**config.mk**
```make
export PLATFORM = sky130hd
export DESIGN_NAME = pooling_2d_stream
export DESIGN_NICKNAME = d
export VERILOG_FILES = /design/src/rtl/pooling_2d_stream.sv
export SDC_FILE = /design/constraint.sdc
export NUM_CORES = 2
export LEC_CHECK = 0
export ABC_AREA = 1
export BUFFER_PORTS_ARGS = -buffer_cell sky130_fd_sc_hd__buf_2
export CAP_MARGIN = 25
export CORE_UTILIZATION = 60
export DETAILED_ROUTE_END_ITERATION = 8
export PLACE_DENSITY = 0.74
export RECOVER_POWER = 50
export SYNTH_ARGS = -nofsm -noshare
export SYNTH_HDL_FRONTEND = slang
export SYNTH_SLANG_ARGS = --single-unit
```
**constraint.sdc**
```tcl
create_clock -name ACLK -period 7.5 [get_ports ACLK]
set_input_delay 1.5 -clock ACLK [delete_from_list [all_inputs] [get_ports ACLK]]
set_output_delay 1.5 -clock ACLK [all_outputs]
set_load 0.01 [all_outputs]
```
**src/rtl/pooling_2d_stream.sv**
```systemverilog
// pooling_2d_stream: streaming non-overlapping 2D pooling (max/min/shifted-sum avg).
// Pixels arrive in raster order on in_*; one pooled result per KxK window leaves on out_*.
// Ports: ACLK/ARESET clock and async active-high reset; cfg_* runtime configuration
// latched on an accepted cfg_start; busy/done/err status; in_* pixel stream (valid/ready);
// out_* result stream (valid/ready).
module pooling_2d_stream #(
  parameter int DATA_WIDTH      = 32,
  parameter int KERNEL_MAX_SIZE = 7,
  parameter int WIDTH_MAX       = 64,
  parameter int HEIGHT_MAX      = 64,
  parameter int ACC_WIDTH       = DATA_WIDTH + 6
) (
  input  logic                                  ACLK,
  input  logic                                  ARESET,
  input  logic                                  cfg_start,
  input  logic [2:0]                            cfg_kernel,
  input  logic [1:0]                            cfg_mode,
  input  logic [5:0]                            cfg_shift,
  input  logic [$clog2(WIDTH_MAX+1)-1:0]        cfg_width,
  input  logic [$clog2(HEIGHT_MAX+1)-1:0]       cfg_height,
  output logic                                  busy,
  output logic                                  done,
  output logic                                  err,
  input  logic [DATA_WIDTH-1:0]                 in_data,
  input  logic                                  in_valid,
  output logic                                  in_ready,
  output logic [DATA_WIDTH-1:0]                 out_data,
  output logic                                  out_valid,
  input  logic                                  out_ready
);

  localparam int WW = $clog2(WIDTH_MAX + 1);
  localparam int HW = $clog2(HEIGHT_MAX + 1);
  localparam int IW = $clog2(WIDTH_MAX);

  localparam logic signed [ACC_WIDTH-1:0] SAT_HI =
    {{(ACC_WIDTH-DATA_WIDTH+1){1'b0}}, {(DATA_WIDTH-1){1'b1}}};
  localparam logic signed [ACC_WIDTH-1:0] SAT_LO =
    {{(ACC_WIDTH-DATA_WIDTH+1){1'b1}}, {(DATA_WIDTH-1){1'b0}}};

  typedef enum logic [1:0] {S_IDLE, S_RUN, S_FLUSH, S_DONE} state_t;
  typedef enum logic [1:0] {MODE_MAX, MODE_MIN, MODE_AVG} mode_t;

  state_t        state;
  mode_t         mode_r;
  logic [2:0]    k_r;
  logic [5:0]    shift_r;
  logic [WW-1:0] w_r, ow_r, col, oc;
  logic [HW-1:0] h_r, oh_r, row, orow;
  logic [2:0]    kc, kr;

  logic signed [ACC_WIDTH-1:0] acc [WIDTH_MAX];

  logic [WW-1:0] k_w;
  logic [HW-1:0] k_h;
  logic          cfg_bad;
  logic          accept, kc_last, kr_last, row_end, last_pix, discard, win_done;
  logic [IW-1:0] idx;
  logic signed [ACC_WIDTH-1:0] pix_ext, acc_rd, comb, shifted;
  logic [DATA_WIDTH-1:0] res;

  assign k_w = WW'(cfg_kernel);
  assign k_h = HW'(cfg_kernel);

  always_comb begin
    cfg_bad = (cfg_kernel == '0) || (int'(cfg_kernel) > KERNEL_MAX_SIZE) ||
              (cfg_mode == 2'd3) ||
              (cfg_width == '0) || (int'(cfg_width) > WIDTH_MAX) ||
              (cfg_height == '0) || (int'(cfg_height) > HEIGHT_MAX) ||
              (cfg_width < k_w) || (cfg_height < k_h);
  end

  assign in_ready = (state == S_RUN) && (!out_valid || out_ready);
  assign accept   = in_valid && in_ready;
  assign kc_last  = (kc == k_r - 3'd1);
  assign kr_last  = (kr == k_r - 3'd1);
  assign row_end  = (col == w_r - WW'(1));
  assign last_pix = row_end && (row == h_r - HW'(1));
  // Right and bottom remainders fall outside every complete window.
  assign discard  = (oc >= ow_r) || (orow >= oh_r);
  assign win_done = kc_last && kr_last && !discard;
  assign idx      = oc[IW-1:0];
  assign pix_ext  = ACC_WIDTH'($signed(in_data));
  assign acc_rd   = acc[idx];

  always_comb begin
    if (kr == '0 && kc == '0) begin
      comb = pix_ext;
    end else begin
      case (mode_r)
        MODE_MAX: comb = (pix_ext > acc_rd) ? pix_ext : acc_rd;
        MODE_MIN: comb = (pix_ext < acc_rd) ? pix_ext : acc_rd;
        default:  comb = acc_rd + pix_ext;
      endcase
    end
  end

  always_comb begin
    shifted = comb >>> shift_r;
    res     = comb[DATA_WIDTH-1:0];
    if (mode_r == MODE_AVG) begin
      if (shifted > SAT_HI)      res = SAT_HI[DATA_WIDTH-1:0];
      else if (shifted < SAT_LO) res = SAT_LO[DATA_WIDTH-1:0];
      else                       res = shifted[DATA_WIDTH-1:0];
    end
  end

  always_ff @(posedge ACLK) begin
    if (accept && !discard) acc[idx] <= comb;
  end

  always_ff @(posedge ACLK or posedge ARESET) begin
    if (ARESET) begin
      state     <= S_IDLE;
      mode_r    <= MODE_MAX;
      k_r       <= '0;
      shift_r   <= '0;
      w_r       <= '0;
      h_r       <= '0;
      ow_r      <= '0;
      oh_r      <= '0;
      col       <= '0;
      row       <= '0;
      oc        <= '0;
      orow      <= '0;
      kc        <= '0;
      kr        <= '0;
      busy      <= 1'b0;
      done      <= 1'b0;
      err       <= 1'b0;
      out_data  <= '0;
      out_valid <= 1'b0;
    end else begin
      err  <= 1'b0;
      done <= 1'b0;
      if (out_valid && out_ready) out_valid <= 1'b0;
      case (state)
        S_IDLE: begin
          if (cfg_start) begin
            if (cfg_bad) begin
              err <= 1'b1;
            end else begin
              mode_r  <= mode_t'(cfg_mode);
              k_r     <= cfg_kernel;
              shift_r <= cfg_shift;
              w_r     <= cfg_width;
              h_r     <= cfg_height;
              ow_r    <= cfg_width / k_w;
              oh_r    <= cfg_height / k_h;
              col     <= '0;
              row     <= '0;
              oc      <= '0;
              orow    <= '0;
              kc      <= '0;
              kr      <= '0;
              busy    <= 1'b1;
              state   <= S_RUN;
            end
          end
        end
        S_RUN: begin
          if (accept) begin
            if (row_end) begin
              col <= '0;
              kc  <= '0;
              oc  <= '0;
              row <= row + HW'(1);
              if (kr_last) begin
                kr   <= '0;
                orow <= orow + HW'(1);
              end else begin
                kr <= kr + 3'd1;
              end
            end else begin
              col <= col + WW'(1);
              if (kc_last) begin
                kc <= '0;
                oc <= oc + WW'(1);
              end else begin
                kc <= kc + 3'd1;
              end
            end
            // Overrides the handshake clear above so a new result follows with no gap.
            if (win_done) begin
              out_valid <= 1'b1;
              out_data  <= res;
            end
            if (last_pix) state <= S_FLUSH;
          end
        end
        S_FLUSH: begin
          if (!out_valid || out_ready) begin
            busy  <= 1'b0;
            done  <= 1'b1;
            state <= S_DONE;
          end
        end
        default: state <= S_IDLE;
      endcase
    end
  end

endmodule

```
==> results.json <==
{
  "synth-seq-cells": 2543,
  "clock_sinks": 2543,
  "ys_async_sr_fraction": 0.0436,
  "layout_commonest_cell": "nand2_1",
  "pwr-share-clk": 0.208,
  "r2r_end": "acc[55][33]",
  "ys_seq_area_frac": 0.708,
  "synth_area_per_cell_um2": 11.8,
  "fin_nets": 9633,
  "yosysWarnings": 0,
  "critical_path_required_ps": 7980,
  "initial_core_util": 0.606,
  "coreArea_mm2": 0.177,
  "post_synth_instance_area_mm2": 0.107,
  "total_power_w": 0.0549,
  "grt_pass1_wl_um": 498000,
  "end_kind": "flop",
  "r2r-start": "oc[1]",
  "yosys.cell_types.count": 60,
  "finalWeightedCongestion": 1.04,
  "p_int_w": 0.0335,
  "io_pins": 99,
  "setup_viol": 7,
  "grtUsageTotal": 0.385,
  "dpl-instance-area_mm2": 0.113,
  "reg2regPathDepth": 13,
  "h-tree-depth": 4,
  "rows": 154,
  "worstPathArrival_ps": 7990,
  "hold_violations": 0,
  "final_cell_mix": "nand2_1 (3002), edfxtp_1 (2432), nand3_1 (532)",
  "drv_cap": 100,
  "rrSetupSlack_ps": -10,
  "worst_slack_ps": -13.7,
  "synthCells": 9097,
  "grt_pass1_vias": 72916,
  "min_period_ps": 7510,
  "p_leak_nw": 44.0,
  "critPathKind": "flop to flop",
  "timing.fmax_ghz": 0.133,
  "grt_max_degree": 168,
  "dpl.hpwl_um": 205000,
  "status": "finished, violations left",
  "ir_drop_uv": 519,
  "violations": "max-capacitance violations, max-slew violations, negative setup slack",
  "worstHoldPathCells": 2,
  "dieArea_mm2": 0.180,
  "min_period_over_period": 1.00,
  "design_area_mm2": 0.120,
  "worstHoldEndpoint": "out_data[10]",
  "antenna_found_initial": 17,
  "overflow": 0,
  "p_seq_frac": 0.412,
  "final_util": 0.679,
  "drive_gt1_frac": 0.0925,
  "vias": 76748,
  "die_w_um": 425,
  "hp-class": "flop to flop",
  "synth_nets": 9310,
  "syn2layout_area_growth_pct": 12.0,
  "cts_tree": "built",
  "tightest_slew_ps": 3380,
  "fin_skew_ps": 80.9,
  "placed_cells": 11495,
  "final-max-slew-violation-count": 1956,
  "ctsHoldBuffers": 0,
  "ys.flop_type": "edfxtp_1",
  "crit_fanout": 51,
  "layout.cells.non_filler": 11962,
  "whs_ps": 480,
  "numCtsBuffers": 235,
  "vias_per_cell": 6.42,
  "clock_latency_ps": 920,
  "switching_share": 0.390,
  "dr.pass1.iters": 8,
  "die_h_um": 425,
  "worstSetupStartpointType": "flop",
  "wirelength_um": 348000,
  "power_per_cell_area_mw_per_mm2": 457,
  "root_buffer": "clkbuf_16",
  "maxSlewHeadroom": -1.25,
  "hp-start": "out_data[10]",
  "synth_edf_count": 2432,
  "dr.first_iter.drc_count": 11873,
  "cts_max_path_buffers": 3,
  "wire_per_inst_um": 29.1,
  "numPortBuffers": 98,
  "final_antenna_net_count": 0,
  "combPwrFrac": 0.381,
  "clk_pin_slew_ps": 60,
  "drc_errors": 0,
  "switchingPower_w": 0.0214
}
[cell families (layout without fill, tap and decap cells)]
group | after synthesis | in the layout | share of synthesized area
DFF | 2543 | 2543 | 0.708
other | 0 | 14 | 0
xor gates and xnor gates | 43 | 43 | 0.00352
adders and majority gates | 151 | 151 | 0.0177
and+or+nand+nor | 4328 | 4328 | 0.167
buffers and inverters | 919 | 1430 | 0.0360
AOI/OAI and AO/OA | 1113 | 1113 | 0.0680
[layout make-up]
class                      instances  area, um2
timing repair buffer             511       4040
multi-input combinational       5635      28000
sequential                      2543      75800
clock inverter                   118       1050
antenna                           14       35.0
inverter                         494       1920
tap                             2340       2930
fill                           12454      56700
clock buffer                     307       6180
[timing repair]
action	in CTS	in global routing
setup buffers	0	18
endpoints found under the setup margin	0	33
resized for setup	0	48
[power by group through the flow]
stage               Sequential (W)  Combinational [W]  Clock (W)
finish                      0.0226             0.0209     0.0114
floorplan                   0.0231             0.0114          0
CTS                         0.0226             0.0200     0.0114
global placement            0.0229             0.0194          0
detailed placement          0.0229             0.0199          0
global route                0.0226             0.0222     0.0119
[metrics by stage]
step	setup slack (ps)	TNS [ps]
final	-13.7	-46.4
after global routing	-106	-119
after CTS	147	0
after detailed placement	-720	-1430
after global placement	-738	-1370
after floorplan	-215	-413
[cells in the mapped netlist (21+ instances only)]
| library cell | number | share of area |
|---|---|---|
| nor2_1 | 403 | 0.014 |
| dfrtp_1 | 111 | 0.026 |
| a21oi_1 | 262 | 0.012 |
| a22oi_1 | 226 | 0.016 |
| o2111ai_1 | 28 | 0.0023 |
| buf_2 | 185 | 0.0086 |
| a22o_1 | 61 | 0.0050 |
| xor2_1 | 32 | 0.0026 |
| nand3_1 | 533 | 0.025 |
| buf_4 | 22 | 0.0015 |
| ha_1 | 150 | 0.018 |
| nand2_1 | 3020 | 0.11 |
| edfxtp_1 | 2432 | 0.68 |
| nand4_1 | 224 | 0.013 |
| clkbuf_1 | 149 | 0.0052 |
| a221oi_1 | 159 | 0.013 |
| nor3_1 | 42 | 0.0020 |
| nand3b_1 | 28 | 0.0020 |
| buf_1 | 56 | 0.0020 |
| o21ai_0 | 285 | 0.013 |
| and2_1 | 21 | 0.0012 |
| inv_1 | 471 | 0.017 |
[layer usage]
metal	global-route usage	wire, um	up-vias
met5	0	62	-
met4	0.223	23400	10
met3	0.0951	48200	1140
met2	0.580	155000	5751
met1	0.513	122000	36971
li1	-	-	32876
[registers in the layout (all words and copies together), names as in the netlist, 6 cells and up]
| name | flops |
|---|---|
| row | 7 |
| oh_r | 7 |
| out_data | 32 |
| acc | 2432 |
| h_r | 7 |
| orow | 7 |
| shift_r | 6 |
| ow_r | 7 |
| w_r | 7 |
| col | 7 |
| oc | 7 |
[critical path, cell delays in order, from the launching register on]
cell      delay, ps
dfrtp_4         500
buf_4           470
buf_4           640
ha_1            350
a21oi_1         160
nor2_1           50
o21ai_0         150
nand2_1          70
a21oi_1         260
o221ai_1        160
clkinv_1        380
nand2_1         430
nor2_1         2070
clkbuf_2       1320
[worst max-delay path by stage]
stage                  start           to  slack, ps  cells after the start
2_1_floorplan  cfg_kernel[0]      ow_r[0]       -220                     47
3_3_place_gp   cfg_kernel[0]      oh_r[0]       -740                     46
3_5_place_dp   cfg_kernel[0]      oh_r[0]       -720                     45
4_1_cts        cfg_kernel[0]      oh_r[0]        150                     45
5_1_grt        cfg_kernel[0]      oh_r[0]       -110                     46
6_report               oc[1]  acc[55][33]        -10                     13
Note: power is estimated with default switching activity, not from simulation.
